==> config.mk <==
export PLATFORM = sky130hd
export DESIGN_NAME = etc_pixel_write_ctrl
export DESIGN_NICKNAME = d
export VERILOG_FILES = /design/src/rtl/etc_pkg.sv /design/src/rtl/etc_pix_addr_gen.sv /design/src/rtl/etc_pixel_write_ctrl.sv
export SDC_FILE = /design/constraint.sdc
export NUM_CORES = 1
export LEC_CHECK = 0
export ABC_AREA = 1
export BUFFER_PORTS_ARGS = -buffer_cell sky130_fd_sc_hd__buf_2
export CORE_MARGIN = 2
export CORE_UTILIZATION = 54
export DETAILED_ROUTE_END_ITERATION = 10
export PLACE_DENSITY = 0.85
export SLEW_MARGIN = 30
export SYNTH_ARGS = -nofsm -noshare
export SYNTH_HDL_FRONTEND = slang
export SYNTH_SLANG_ARGS = --single-unit
==> constraint.sdc <==
create_clock -name sclk -period 2.35 [get_ports sclk]
set_clock_uncertainty 0.1 [all_clocks]
set_input_delay 0.1175 -clock sclk [delete_from_list [all_inputs] [get_ports sclk]]
set_output_delay 0.1175 -clock sclk [all_outputs]
set_load 0.01 [all_outputs]
==> src/rtl/etc_pkg.sv <==
// Shared types and default geometry for the ETC2 pixel write path.
package etc_pkg;

    localparam int unsigned IMG_W_DEF       = 128;
    localparam int unsigned IMG_H_DEF       = 128;
    localparam int unsigned ADDR_W_DEF      = 14;
    localparam int unsigned PIX_W_DEF       = 24;
    localparam int unsigned DEC_TIMEOUT_DEF = 64;
    localparam int unsigned BLK_DIM         = 4;

    typedef enum logic [2:0] {
        S_IDLE     = 3'd0,
        S_WAIT_DEC = 3'd1,
        S_WRITE    = 3'd2,
        S_ACK      = 3'd3,
        S_GUARD    = 3'd4,
        S_DONE     = 3'd5
    } state_t;

endpackage

==> src/rtl/etc_pix_addr_gen.sv <==
// Maps a block coordinate plus column-major pixel index within the 4x4 block
// to a linear framebuffer word address (truncated to the address width).
module etc_pix_addr_gen
    import etc_pkg::*;
#(
    parameter int unsigned IMG_W  = IMG_W_DEF,
    parameter int unsigned ADDR_W = ADDR_W_DEF
) (
    input  logic [7:0]        block_x,
    input  logic [7:0]        block_y,
    input  logic [3:0]        pix_idx,
    output logic [ADDR_W-1:0] addr
);

    logic [31:0] col;
    logic [31:0] row;

    // Column-major within the block: upper index bits select x, lower select y.
    assign col  = 32'(block_x) * BLK_DIM + 32'(pix_idx[3:2]);
    assign row  = 32'(block_y) * BLK_DIM + 32'(pix_idx[1:0]);
    assign addr = ADDR_W'(row * IMG_W + col);

endmodule

==> src/rtl/etc_pixel_write_ctrl.sv <==
// Per-pixel scheduler between the ETC2 block fetcher, the pixel decoder and the
// framebuffer RAM, with pixel counting and completion/error status.
module etc_pixel_write_ctrl
    import etc_pkg::*;
#(
    parameter int unsigned IMG_W       = IMG_W_DEF,
    parameter int unsigned IMG_H       = IMG_H_DEF,
    parameter int unsigned ADDR_W      = ADDR_W_DEF,
    parameter int unsigned PIX_W       = PIX_W_DEF,
    parameter int unsigned DEC_TIMEOUT = DEC_TIMEOUT_DEF
) (
    input  logic              sclk,
    input  logic              rsrt_n,
    input  logic              fetch_valid,
    input  logic [7:0]        blockX,
    input  logic [7:0]        blockY,
    input  logic [4:0]        pixIdx,
    input  logic              image_finished,
    output logic              write_finish,
    output logic              dec_start,
    output logic [3:0]        dec_pix,
    input  logic              dec_valid,
    input  logic [PIX_W-1:0]  dec_rgb,
    output logic              fb_we,
    output logic [ADDR_W-1:0] fb_addr,
    output logic [PIX_W-1:0]  fb_data,
    input  logic              fb_ready,
    output logic [ADDR_W:0]   pix_count,
    output logic              done,
    output logic              err
);

    localparam int unsigned      CNT_W     = ADDR_W + 1;
    localparam int unsigned      TMO_W     = $clog2(DEC_TIMEOUT);
    localparam logic [CNT_W-1:0] PIX_TOTAL = CNT_W'(IMG_W * IMG_H);
    localparam logic [TMO_W-1:0] TMO_LAST  = TMO_W'(DEC_TIMEOUT - 1);

    state_t             state;
    logic [TMO_W-1:0]   tmo_cnt;
    logic [ADDR_W-1:0]  addr_c;
    logic               pix_hi_unused;

    // Index bit 4 carries no position information inside a 4x4 block.
    assign pix_hi_unused = pixIdx[4];

    etc_pix_addr_gen #(
        .IMG_W  (IMG_W),
        .ADDR_W (ADDR_W)
    ) u_addr_gen (
        .block_x (blockX),
        .block_y (blockY),
        .pix_idx (pixIdx[3:0]),
        .addr    (addr_c)
    );

    // Sequencer: accept -> decode -> write -> retire -> guard, or terminal DONE.
    always_ff @(posedge sclk) begin
        if (!rsrt_n) begin
            state        <= S_IDLE;
            tmo_cnt      <= '0;
            write_finish <= 1'b0;
            dec_start    <= 1'b0;
            dec_pix      <= '0;
            fb_we        <= 1'b0;
            fb_addr      <= '0;
            fb_data      <= '0;
            pix_count    <= '0;
            done         <= 1'b0;
            err          <= 1'b0;
        end else begin
            dec_start    <= 1'b0;
            write_finish <= 1'b0;
            case (state)
                S_IDLE: begin
                    if (image_finished) begin
                        state <= S_DONE;
                        done  <= 1'b1;
                        if (pix_count != PIX_TOTAL) begin
                            err <= 1'b1;
                        end
                    end else if (fetch_valid) begin
                        fb_addr   <= addr_c;
                        dec_pix   <= pixIdx[3:0];
                        dec_start <= 1'b1;
                        tmo_cnt   <= '0;
                        state     <= S_WAIT_DEC;
                    end
                end
                S_WAIT_DEC: begin
                    // A late decoder still retires the pixel (as zero) so the fetcher never stalls.
                    if (dec_valid) begin
                        fb_data <= dec_rgb;
                        fb_we   <= 1'b1;
                        state   <= S_WRITE;
                    end else if (tmo_cnt == TMO_LAST) begin
                        err     <= 1'b1;
                        fb_data <= '0;
                        fb_we   <= 1'b1;
                        state   <= S_WRITE;
                    end else begin
                        tmo_cnt <= tmo_cnt + 1'b1;
                    end
                end
                S_WRITE: begin
                    if (fb_ready) begin
                        fb_we        <= 1'b0;
                        write_finish <= 1'b1;
                        if (pix_count != PIX_TOTAL) begin
                            pix_count <= pix_count + 1'b1;
                        end
                        state <= S_ACK;
                    end
                end
                S_ACK:   state <= S_GUARD;
                // The fetcher's valid lags write_finish by a cycle; skip it here.
                S_GUARD: state <= S_IDLE;
                S_DONE:  state <= S_DONE;
                default: state <= S_IDLE;
            endcase
        end
    end

endmodule

==> summary.md, run 1 <==
| Metric | Value |
|---|---|
| Status | `complete, no violations` |
| Grt ovf | `0` |
| Die area | `around 6700 um2` |
| Largest net degree at the start of global routing | `40` |
| Area grow syn2layout | `34.8%` |
| Design area | `approximately 4400 um2` |
| RSZ-0062 raised after global routing | `no` |
| Final worst path period share | `0.789` |
| Syn nets | `527` |
| Worst hold path type | `primary input to register` |
| Cell Rows | `28` |
| Routed WL | `8850 um` |
| Die Ht | `81.9 um` |
| Largest area contributor in the netlist | `dfxtp_1` |
| NumNets Final | `668` |
| Xor-xnor portion of the synthesized cell area | `0.0267` |
| Startpoint Class | `register` |
| CTS tree | `built` |
| ANT cells | `0` |
| Overall die width | `a little over 80 um` |
| Setup Viol. Count Final | `0` |
| First-pass GRT wire length | `13700 um` |
| Hold Vio Cnt, Final | `0` |
| Multiplexer share of the synthesized area | `0` |
| Total CTS buffers | `9` |
| Compound-gate portion of the synthesized area | `0.121` |
| P per Cell Area | `877 nW/um2` |
| Vias | `3568` |
| Initial antenna violation count | `0` |
| Clock transition at path regs | `0.08 ns` |
| Post-cts gate resize count | `0` |
| Final-report max-slew violation count | `0` |
| Post-CTS Setup Inserts | `0` |
| Seq/Total Area, Yosys | `0.421` |
| Crit path max fanout | `11` |
| Yosys Warn Count | `0` |
| Root Driver | `clkbuf_8` |
| Drt first pass iters | `8` |
| DR DRC count | `0` |
| # port buffers | `approximately 110` |
| Filler cell count | `441` |
| Via/cell ratio | `between 5 and 6` |
| Gate Count Post-Synth | `about 470` |
| Main combinational cell family by area after synthesis | `simple AND/OR/NAND/NOR gates` |
| Max-cap violations | `0` |
| Top cell type's share of synthesized area | `0.421` |
| Worst slew pin tran | `0.703 ns` |
| Top post-synthesis cells by area | `dfxtp_1 42%, nand2_1 16%, nor2_1 8.6%` |
| Critical path type | `register to register` |
| Post-Synth Adder-Cell Area | `0.0290` |
| Netlist cell types | `31` |
| Sink Count | `69` |
| Max clock buf depth | `2` |
| Peak VDD IR | `510 uV` |
| Post-route setup TNS | `0 ns` |
| Number of synthesized register bits | `69` |
| Post-synthesis simple-gate area fraction | `0.322` |
| Share of cells above drive strength 1 | `0.241` |
| Static leakage | `2.06 nW` |
| Critical Path AT | `approximately 2.0 ns` |
| Total GRT Usage | `0.263` |
| Vias in the first global route | `3212` |
| Synth Cell Area | `3280 um2` |
| Per-cell routed wire length | `12.8 um` |
| CP endpoint kind | `register` |
| Crit path time final | `1.85 ns` |
| Synthesized area per cell | `approximately 7 um2` |
| Max Freq | `0.539 GHz` |
| Final core occ | `0.751` |
| Tot Pwr | `3.87 mW` |
| Placed cell area | `3820 um2` |
| Slew margin rel. | `0.531` |
| Crit path required time | `2.50 ns` |
| H-tree depth | `3` |
| I/O pin cnt | `113` |
| Final ANT Viol Nets | `0` |
| Number of DRC markers in iteration 0 | `around 190` |
| CORE AREA | `about 5900 um2` |
| Hold slack | `0.0136 ns` |
| Dpl hpwl | `5480 um` |
| GPL Wtd Cong | `0.927` |
| Hold bufs inserted after CTS | `37` |
| Initial Util | `0.557` |
| Clk_lat worst skew | `0.34 ns` |
[sequential cells by signal (all words and copies together) (netlist names), 3 cells and up]
signal / cells
fb_data: 24
state: 3
pix_count: 15
dec_pix: 3
tmo_cnt: 6
fb_addr: 13
[worst max-delay path: stages (launching register included)]
cell	delay, ns
dfxtp_1	0.45
inv_1	0.11
ha_1	0.22
nand3_1	0.13
nor2_4	0.06
a21oi_2	0.44
nand2_1	0.10
a21oi_1	0.14
[per-layer routing]
| metal | wire [um] | track usage | part of all wire |
|---|---|---|---|
| met4 | 196 | 0.132 | 0.022 |
| met2 | 4500 | 0.476 | 0.51 |
| met3 | 569 | 0.0571 | 0.064 |
| met5 | 0 | 0 | 0 |
| met1 | 3580 | 0.289 | 0.40 |
[synth_stat cells]
cell,instances
nand2_1,137
nor2_1,75
dfxtp_1,69
a21oi_1,41
inv_1,35
o21ai_0,22
nand3_1,19
clkbuf_1,7
ha_1,6
a21oi_2,5
inv_2,5
nand4_1,5
o21ai_1,5
xnor2_1,5
xor2_1,5
buf_4,4
buf_6,4
nand2_2,4
buf_2,2
nand2_4,2
nor2_4,2
a21boi_0,1
a31oi_1,1
and2_1,1
fa_1,1
nand3_2,1
nand3b_1,1
nor2_2,1
nor3_2,1
nor3_4,1
nor3b_1,1
[report_power, final]
| part | leakage, nW | switching [mW] | internal, mW |
|---|---|---|---|
| combinational | 1.39 | 0.760 | 0.474 |
| clock | 0.113 | 0.471 | 0.634 |
| sequential | 0.562 | 0.158 | 1.38 |
| total | 2.06 | 1.39 | 2.49 |
[metrics by stage]
step                      worst slack [ns]  std cells
after floorplan                      0.823        469
after global placement               0.586        637
after detailed placement             0.515        637
after CTS                            0.466        690
after global routing                 0.318        690
final                                0.496        690
[worst paths after layout]
kind,from,endpoint,slack [ns],depth (start not counted)
setup / recovery,pix_count[0],pix_count[14],0.50,7
hold / removal,image_finished,done,0.01,3
setup reg to reg,pix_count[0],pix_count[14],0.50,7
hold reg to reg,err,err,0.36,2
[cell usage in the layout (no fill, tap or decap), drive strengths merged]
cell         instances
a21boi               1
a21oi               46
a31oi                1
and2                 1
buf                110
bufinv               2
clkbuf              10
clkinv               2
clkinvlp             1
dfxtp               69
dlygate4sd3         37
fa                   1
ha                   6
inv                 41
nand2              143
nand3               20
nand3b               1
nand4                5
nor2                78
nor3                 2
nor3b                1
o21ai               27
xnor2                5
xor2                 5
[logic make-up (layout without fill, tap and decap cells)]
kind of cell,Yosys count,in the layout
AOI/OAI and AO/OA,75,75
xor gates and xnor gates,10,10
buffers and inverters,57,203
DFF,69,69
adders and majority gates,7,7
and+or+nand+nor,251,251
[area by class of cell]
| class | instances | area [um2] | area share |
|---|---|---|---|
| inverters | 40 | 150 | 0.0340 |
| flip-flops and latches | 69 | 1380 | 0.313 |
| repair buffers | 147 | 926 | 0.210 |
| well taps | 75 | 93.8 | 0.0212 |
| clock inverters | 6 | 93.8 | 0.0212 |
| clock buffers | 10 | 138 | 0.0311 |
| multi-input cells | 343 | 1640 | 0.370 |
(Power assumes the default switching activity.)
==> run 2, diff against run 1 <==
--- a/config.mk
+++ b/config.mk
@@ -5,12 +5,12 @@
 export SDC_FILE = /design/constraint.sdc
 export NUM_CORES = 1
 export LEC_CHECK = 0
-export ABC_AREA = 1
+export ABC_AREA = 0
 export BUFFER_PORTS_ARGS = -buffer_cell sky130_fd_sc_hd__buf_2
 export CORE_MARGIN = 2
-export CORE_UTILIZATION = 54
+export CORE_UTILIZATION = 43
 export DETAILED_ROUTE_END_ITERATION = 10
-export PLACE_DENSITY = 0.85
+export PLACE_DENSITY = 0.75
 export SLEW_MARGIN = 30
 export SYNTH_ARGS = -nofsm -noshare
 export SYNTH_HDL_FRONTEND = slang
==> constraint.sdc (replaced) <==
create_clock -name sclk -period 1.51 [get_ports sclk]
set_clock_uncertainty 0.1 [all_clocks]
set_input_delay 0.0755 -clock sclk [delete_from_list [all_inputs] [get_ports sclk]]
set_output_delay 0.0755 -clock sclk [all_outputs]
set_load 0.01 [all_outputs]
==> summary.md, run 2 <==
| Metric | Value |
|---|---|
| Dpl hpwl | `5430 um (-0.99%)` |
| Seq/Total Area, Yosys | `0.483 (+0.0617)` |
| Cell Rows | `29 (+3.6%)` |
| Crit path max fanout | `5 (-6)` |
| ANT cells | `0 (unchanged)` |
| Main synth FF type | `dfxtp_1` |
| Commonest non-fill, non-tap cell in the layout | `buf_2` |
| Yosys Warn Count | `0 (unchanged)` |
| Multiplexer share of the synthesized area | `0.0210 (+0.0210)` |
| Slowest CP cell | `or4_4` |
| Failing checks | `negative setup slack` |
| GPL Wtd Cong | `0.847 (-8.6%)` |
| Post-Synth Adder-Cell Area | `0.0332 (+0.00425)` |
| Post-synth EDFFs | `0 (unchanged)` |
| I/O pin cnt | `113 (unchanged)` |
| Static leakage | `2.12 nW (+2.7%)` |
| Initial Util | `0.448 (-0.109)` |
| Grt ovf | `0 (unchanged)` |
| Main combinational cell family by area after synthesis | `simple AND/OR/NAND/NOR gates` |
| Hold slack | `0.0569 ns (+0.0433 ns)` |
| Worst reg2reg path depth | `4 (-3)` |
| Routed WL | `8830 um (-0.20%)` |
| Post-route setup TNS | `-3.86 ns (-3.86 ns)` |
| Crit path required time | `1.69 ns (-0.81 ns)` |
| Sink Count | `69 (unchanged)` |
| Slew margin rel. | `0.706 (+0.176)` |
| Drt first pass iters | `4 (-4)` |
| Worst-path cell chain | `nand4bb_1 > or4_4 > or3_1 > a21oi_1` |
| Final worst path period share | `1.13 (+0.337)` |
| Final-report max-slew violation count | `0 (unchanged)` |
| Top cell type's share of synthesized area | `0.483 (+0.0617)` |
| Total CTS buffers | `9 (unchanged)` |
| Number of synthesized register bits | `69 (unchanged)` |
| Die area | `7320 um2 (+9.1%)` |
| Worst hold path type | `primary input to register` |
| Number of DRC markers in iteration 0 | `157 (-17%)` |
| Top post-synthesis cells by count | `69 x dfxtp_1, 45 x nand2_1, 25 x a21oi_1` |
| Post-synth ARST share | `0 (unchanged)` |
| Crit path time final | `1.70 ns (-0.154 ns)` |
| Synth Cell Area | `2860 um2 (-13%)` |
| Most common cell in the synthesized netlist | `dfxtp_1` |
| Max Freq | `0.588 GHz (+9.1%)` |
| Post-synthesis simple-gate area fraction | `0.215 (-0.107)` |
| Overall die width | `85.6 um (+4.4%)` |
| Critical path's largest stage delay | `0.56 ns (+0.11 ns)` |
| # port buffers | `108 (unchanged)` |
| Vias in the first global route | `2941 (-8.4%)` |
| Hold Path Depth | `3 (unchanged)` |
| Root Driver | `clkbuf_8` |
| Largest net degree at the start of global routing | `25 (-38%)` |
| First-pass GRT wire length | `13600 um (-0.95%)` |
| Netlist cell types | `46 (+48%)` |
| Max clock buf depth | `2 (unchanged)` |
| Top post-synthesis cells by area | `dfxtp_1 48%, a22o_1 7.3%, nand2_1 5.9%` |
| Per-cell routed wire length | `15.1 um (+18%)` |
| Area grow syn2layout | `62.2%` |
| CTS tree | `built` |
| Status | `finished with violations` |
| Startpoint Class | `register` |
| Peak VDD IR | `607 uV (+19%)` |
| Largest area contributor in the netlist | `dfxtp_1` |
| Synthesized area per cell | `9.17 um2 (+31%)` |
| H-tree depth | `3 (unchanged)` |
| Max reg flops | `24 (unchanged)` |
| Most flop-heavy register | `fb_data` |
| Hold Vio Cnt, Final | `0 (unchanged)` |
| P per Cell Area | `974 nW/um2 (+11%)` |
| Vias | `3085 (-14%)` |
| CP endpoint kind | `register` |
| Compound-gate portion of the synthesized area | `0.178 (+0.0567)` |
| Via/cell ratio | `5.29 (+2.3%)` |
| Max-cap violations | `0 (unchanged)` |
| Syn nets | `370 (-30%)` |
| NumNets Final | `559 (-16%)` |
| Total GRT Usage | `0.234 (-0.0296)` |
| Worst slew pin tran | `0.437 ns (-0.266 ns)` |
| CORE AREA | `6390 um2 (+8.5%)` |
| RSZ-0062 raised after global routing | `yes` |
| Xor-xnor portion of the synthesized cell area | `0.0306 (+0.00391)` |
| Initial antenna violation count | `0 (unchanged)` |
| Critical Path AT | `1.88 ns (-0.13 ns)` |
| Die Ht | `85.6 um (+4.4%)` |
| Critical path type | `register to register` |
| Clk_lat worst skew | `0.34 ns (about the same)` |
| DR DRC count | `0 (unchanged)` |
| Slack of the critical path | `-0.190 ns (-0.686 ns)` |
| Setup Viol. Count Final | `48 (+48)` |
| Most frequent cells in the layout | `108 x buf_2, 65 x dfxtp_1, 45 x nand2_1, 45 x buf_4, 38 x dlygate4sd3_1` |
| Share of cells above drive strength 1 | `0.419 (+0.178)` |
| Gate Count Post-Synth | `312 (-33%)` |
| Clock transition at path regs | `0.07 ns (about the same)` |
| Final ANT Viol Nets | `0 (unchanged)` |
| Largest registers | `fb_data x24, pix_count x15, fb_addr x13` |
-- run 2: through the flow --
step	power (mW)	instances	instance area [um2]	setup WS [ns]	utilization
4_1_cts	4.45	578	4480	-0.191	0.702
5_1_grt	4.70	583	4640	-0.258	0.726
3_5_place_dp	2.76	521	3790	-0.237	0.594
2_1_floorplan	2.46	312	2920	-0.228	-
3_3_place_gp	2.74	521	3790	-0.161	0.594
6_report	4.52	583	4640	-0.190	0.726
-- run 2: path summary, 6_finish.rpt --
path	from	to	slack, ns
max	state[2]	pix_count[13]	-0.19
min	rsrt_n	pix_count[2]	0.06
min reg2reg	dec_pix[0]	dec_pix[0]	0.37
max reg2reg	state[2]	pix_count[13]	-0.19
-- run 2: cell families (layout without fill, tap and decap cells) --
kind of cell | after synthesis | after routing
and+or+nand+nor | 119 | 119
AOI/OAI and AO/OA | 75 | 75
DFF | 69 | 69
buffers and inverters | 26 | 220
xor gates and xnor gates | 10 | 10
adders and majority gates | 7 | 7
muxes | 6 | 6
-- run 2: area by class of cell --
class	instances	area, um2
multi-input cells	217	1560
clock inverters	3	42.5
clock buffers	13	169
flip-flops and latches	69	1390
fillers	455	1750
well taps	77	96.3
repair buffers	198	1360
inverters	6	25.0
-- run 2: where the power goes --
group / leakage (nW) / total, mW / switching (mW) / internal, mW
sequential: 0.562 / 2.00 / 0.0651 / 1.93
combinational: 1.45 / 0.922 / 0.447 / 0.476
clock: 0.106 / 1.60 / 0.700 / 0.897
-- run 2: routing by layer --
layer  wire, um  track usage  vias up
met2       4610        0.403       97
met4        230        0.124        0
li1           -            -     1493
met1       3540        0.274     1474
met3        448       0.0472       21
met5          0            0        -
-- run 2: what timing repair did --
action / in CTS / in global routing
buffers inserted: 4 / 5
hold endpoints to repair: 37 / 0
resized for setup: 18 / 22
hold buffers: 38 / 0
pin swaps: 11 / 11
endpoints found under the setup margin: 51 / 64
cloned: 0 / 0
-- run 2: worst max-delay path, delay by kind of cell (launching register included) --
family | cells | cell delay (ns)
AOI/OAI and AO/OA | 1 | 0.12
DFF | 1 | 0.33
and+or+nand+nor | 3 | 1.09
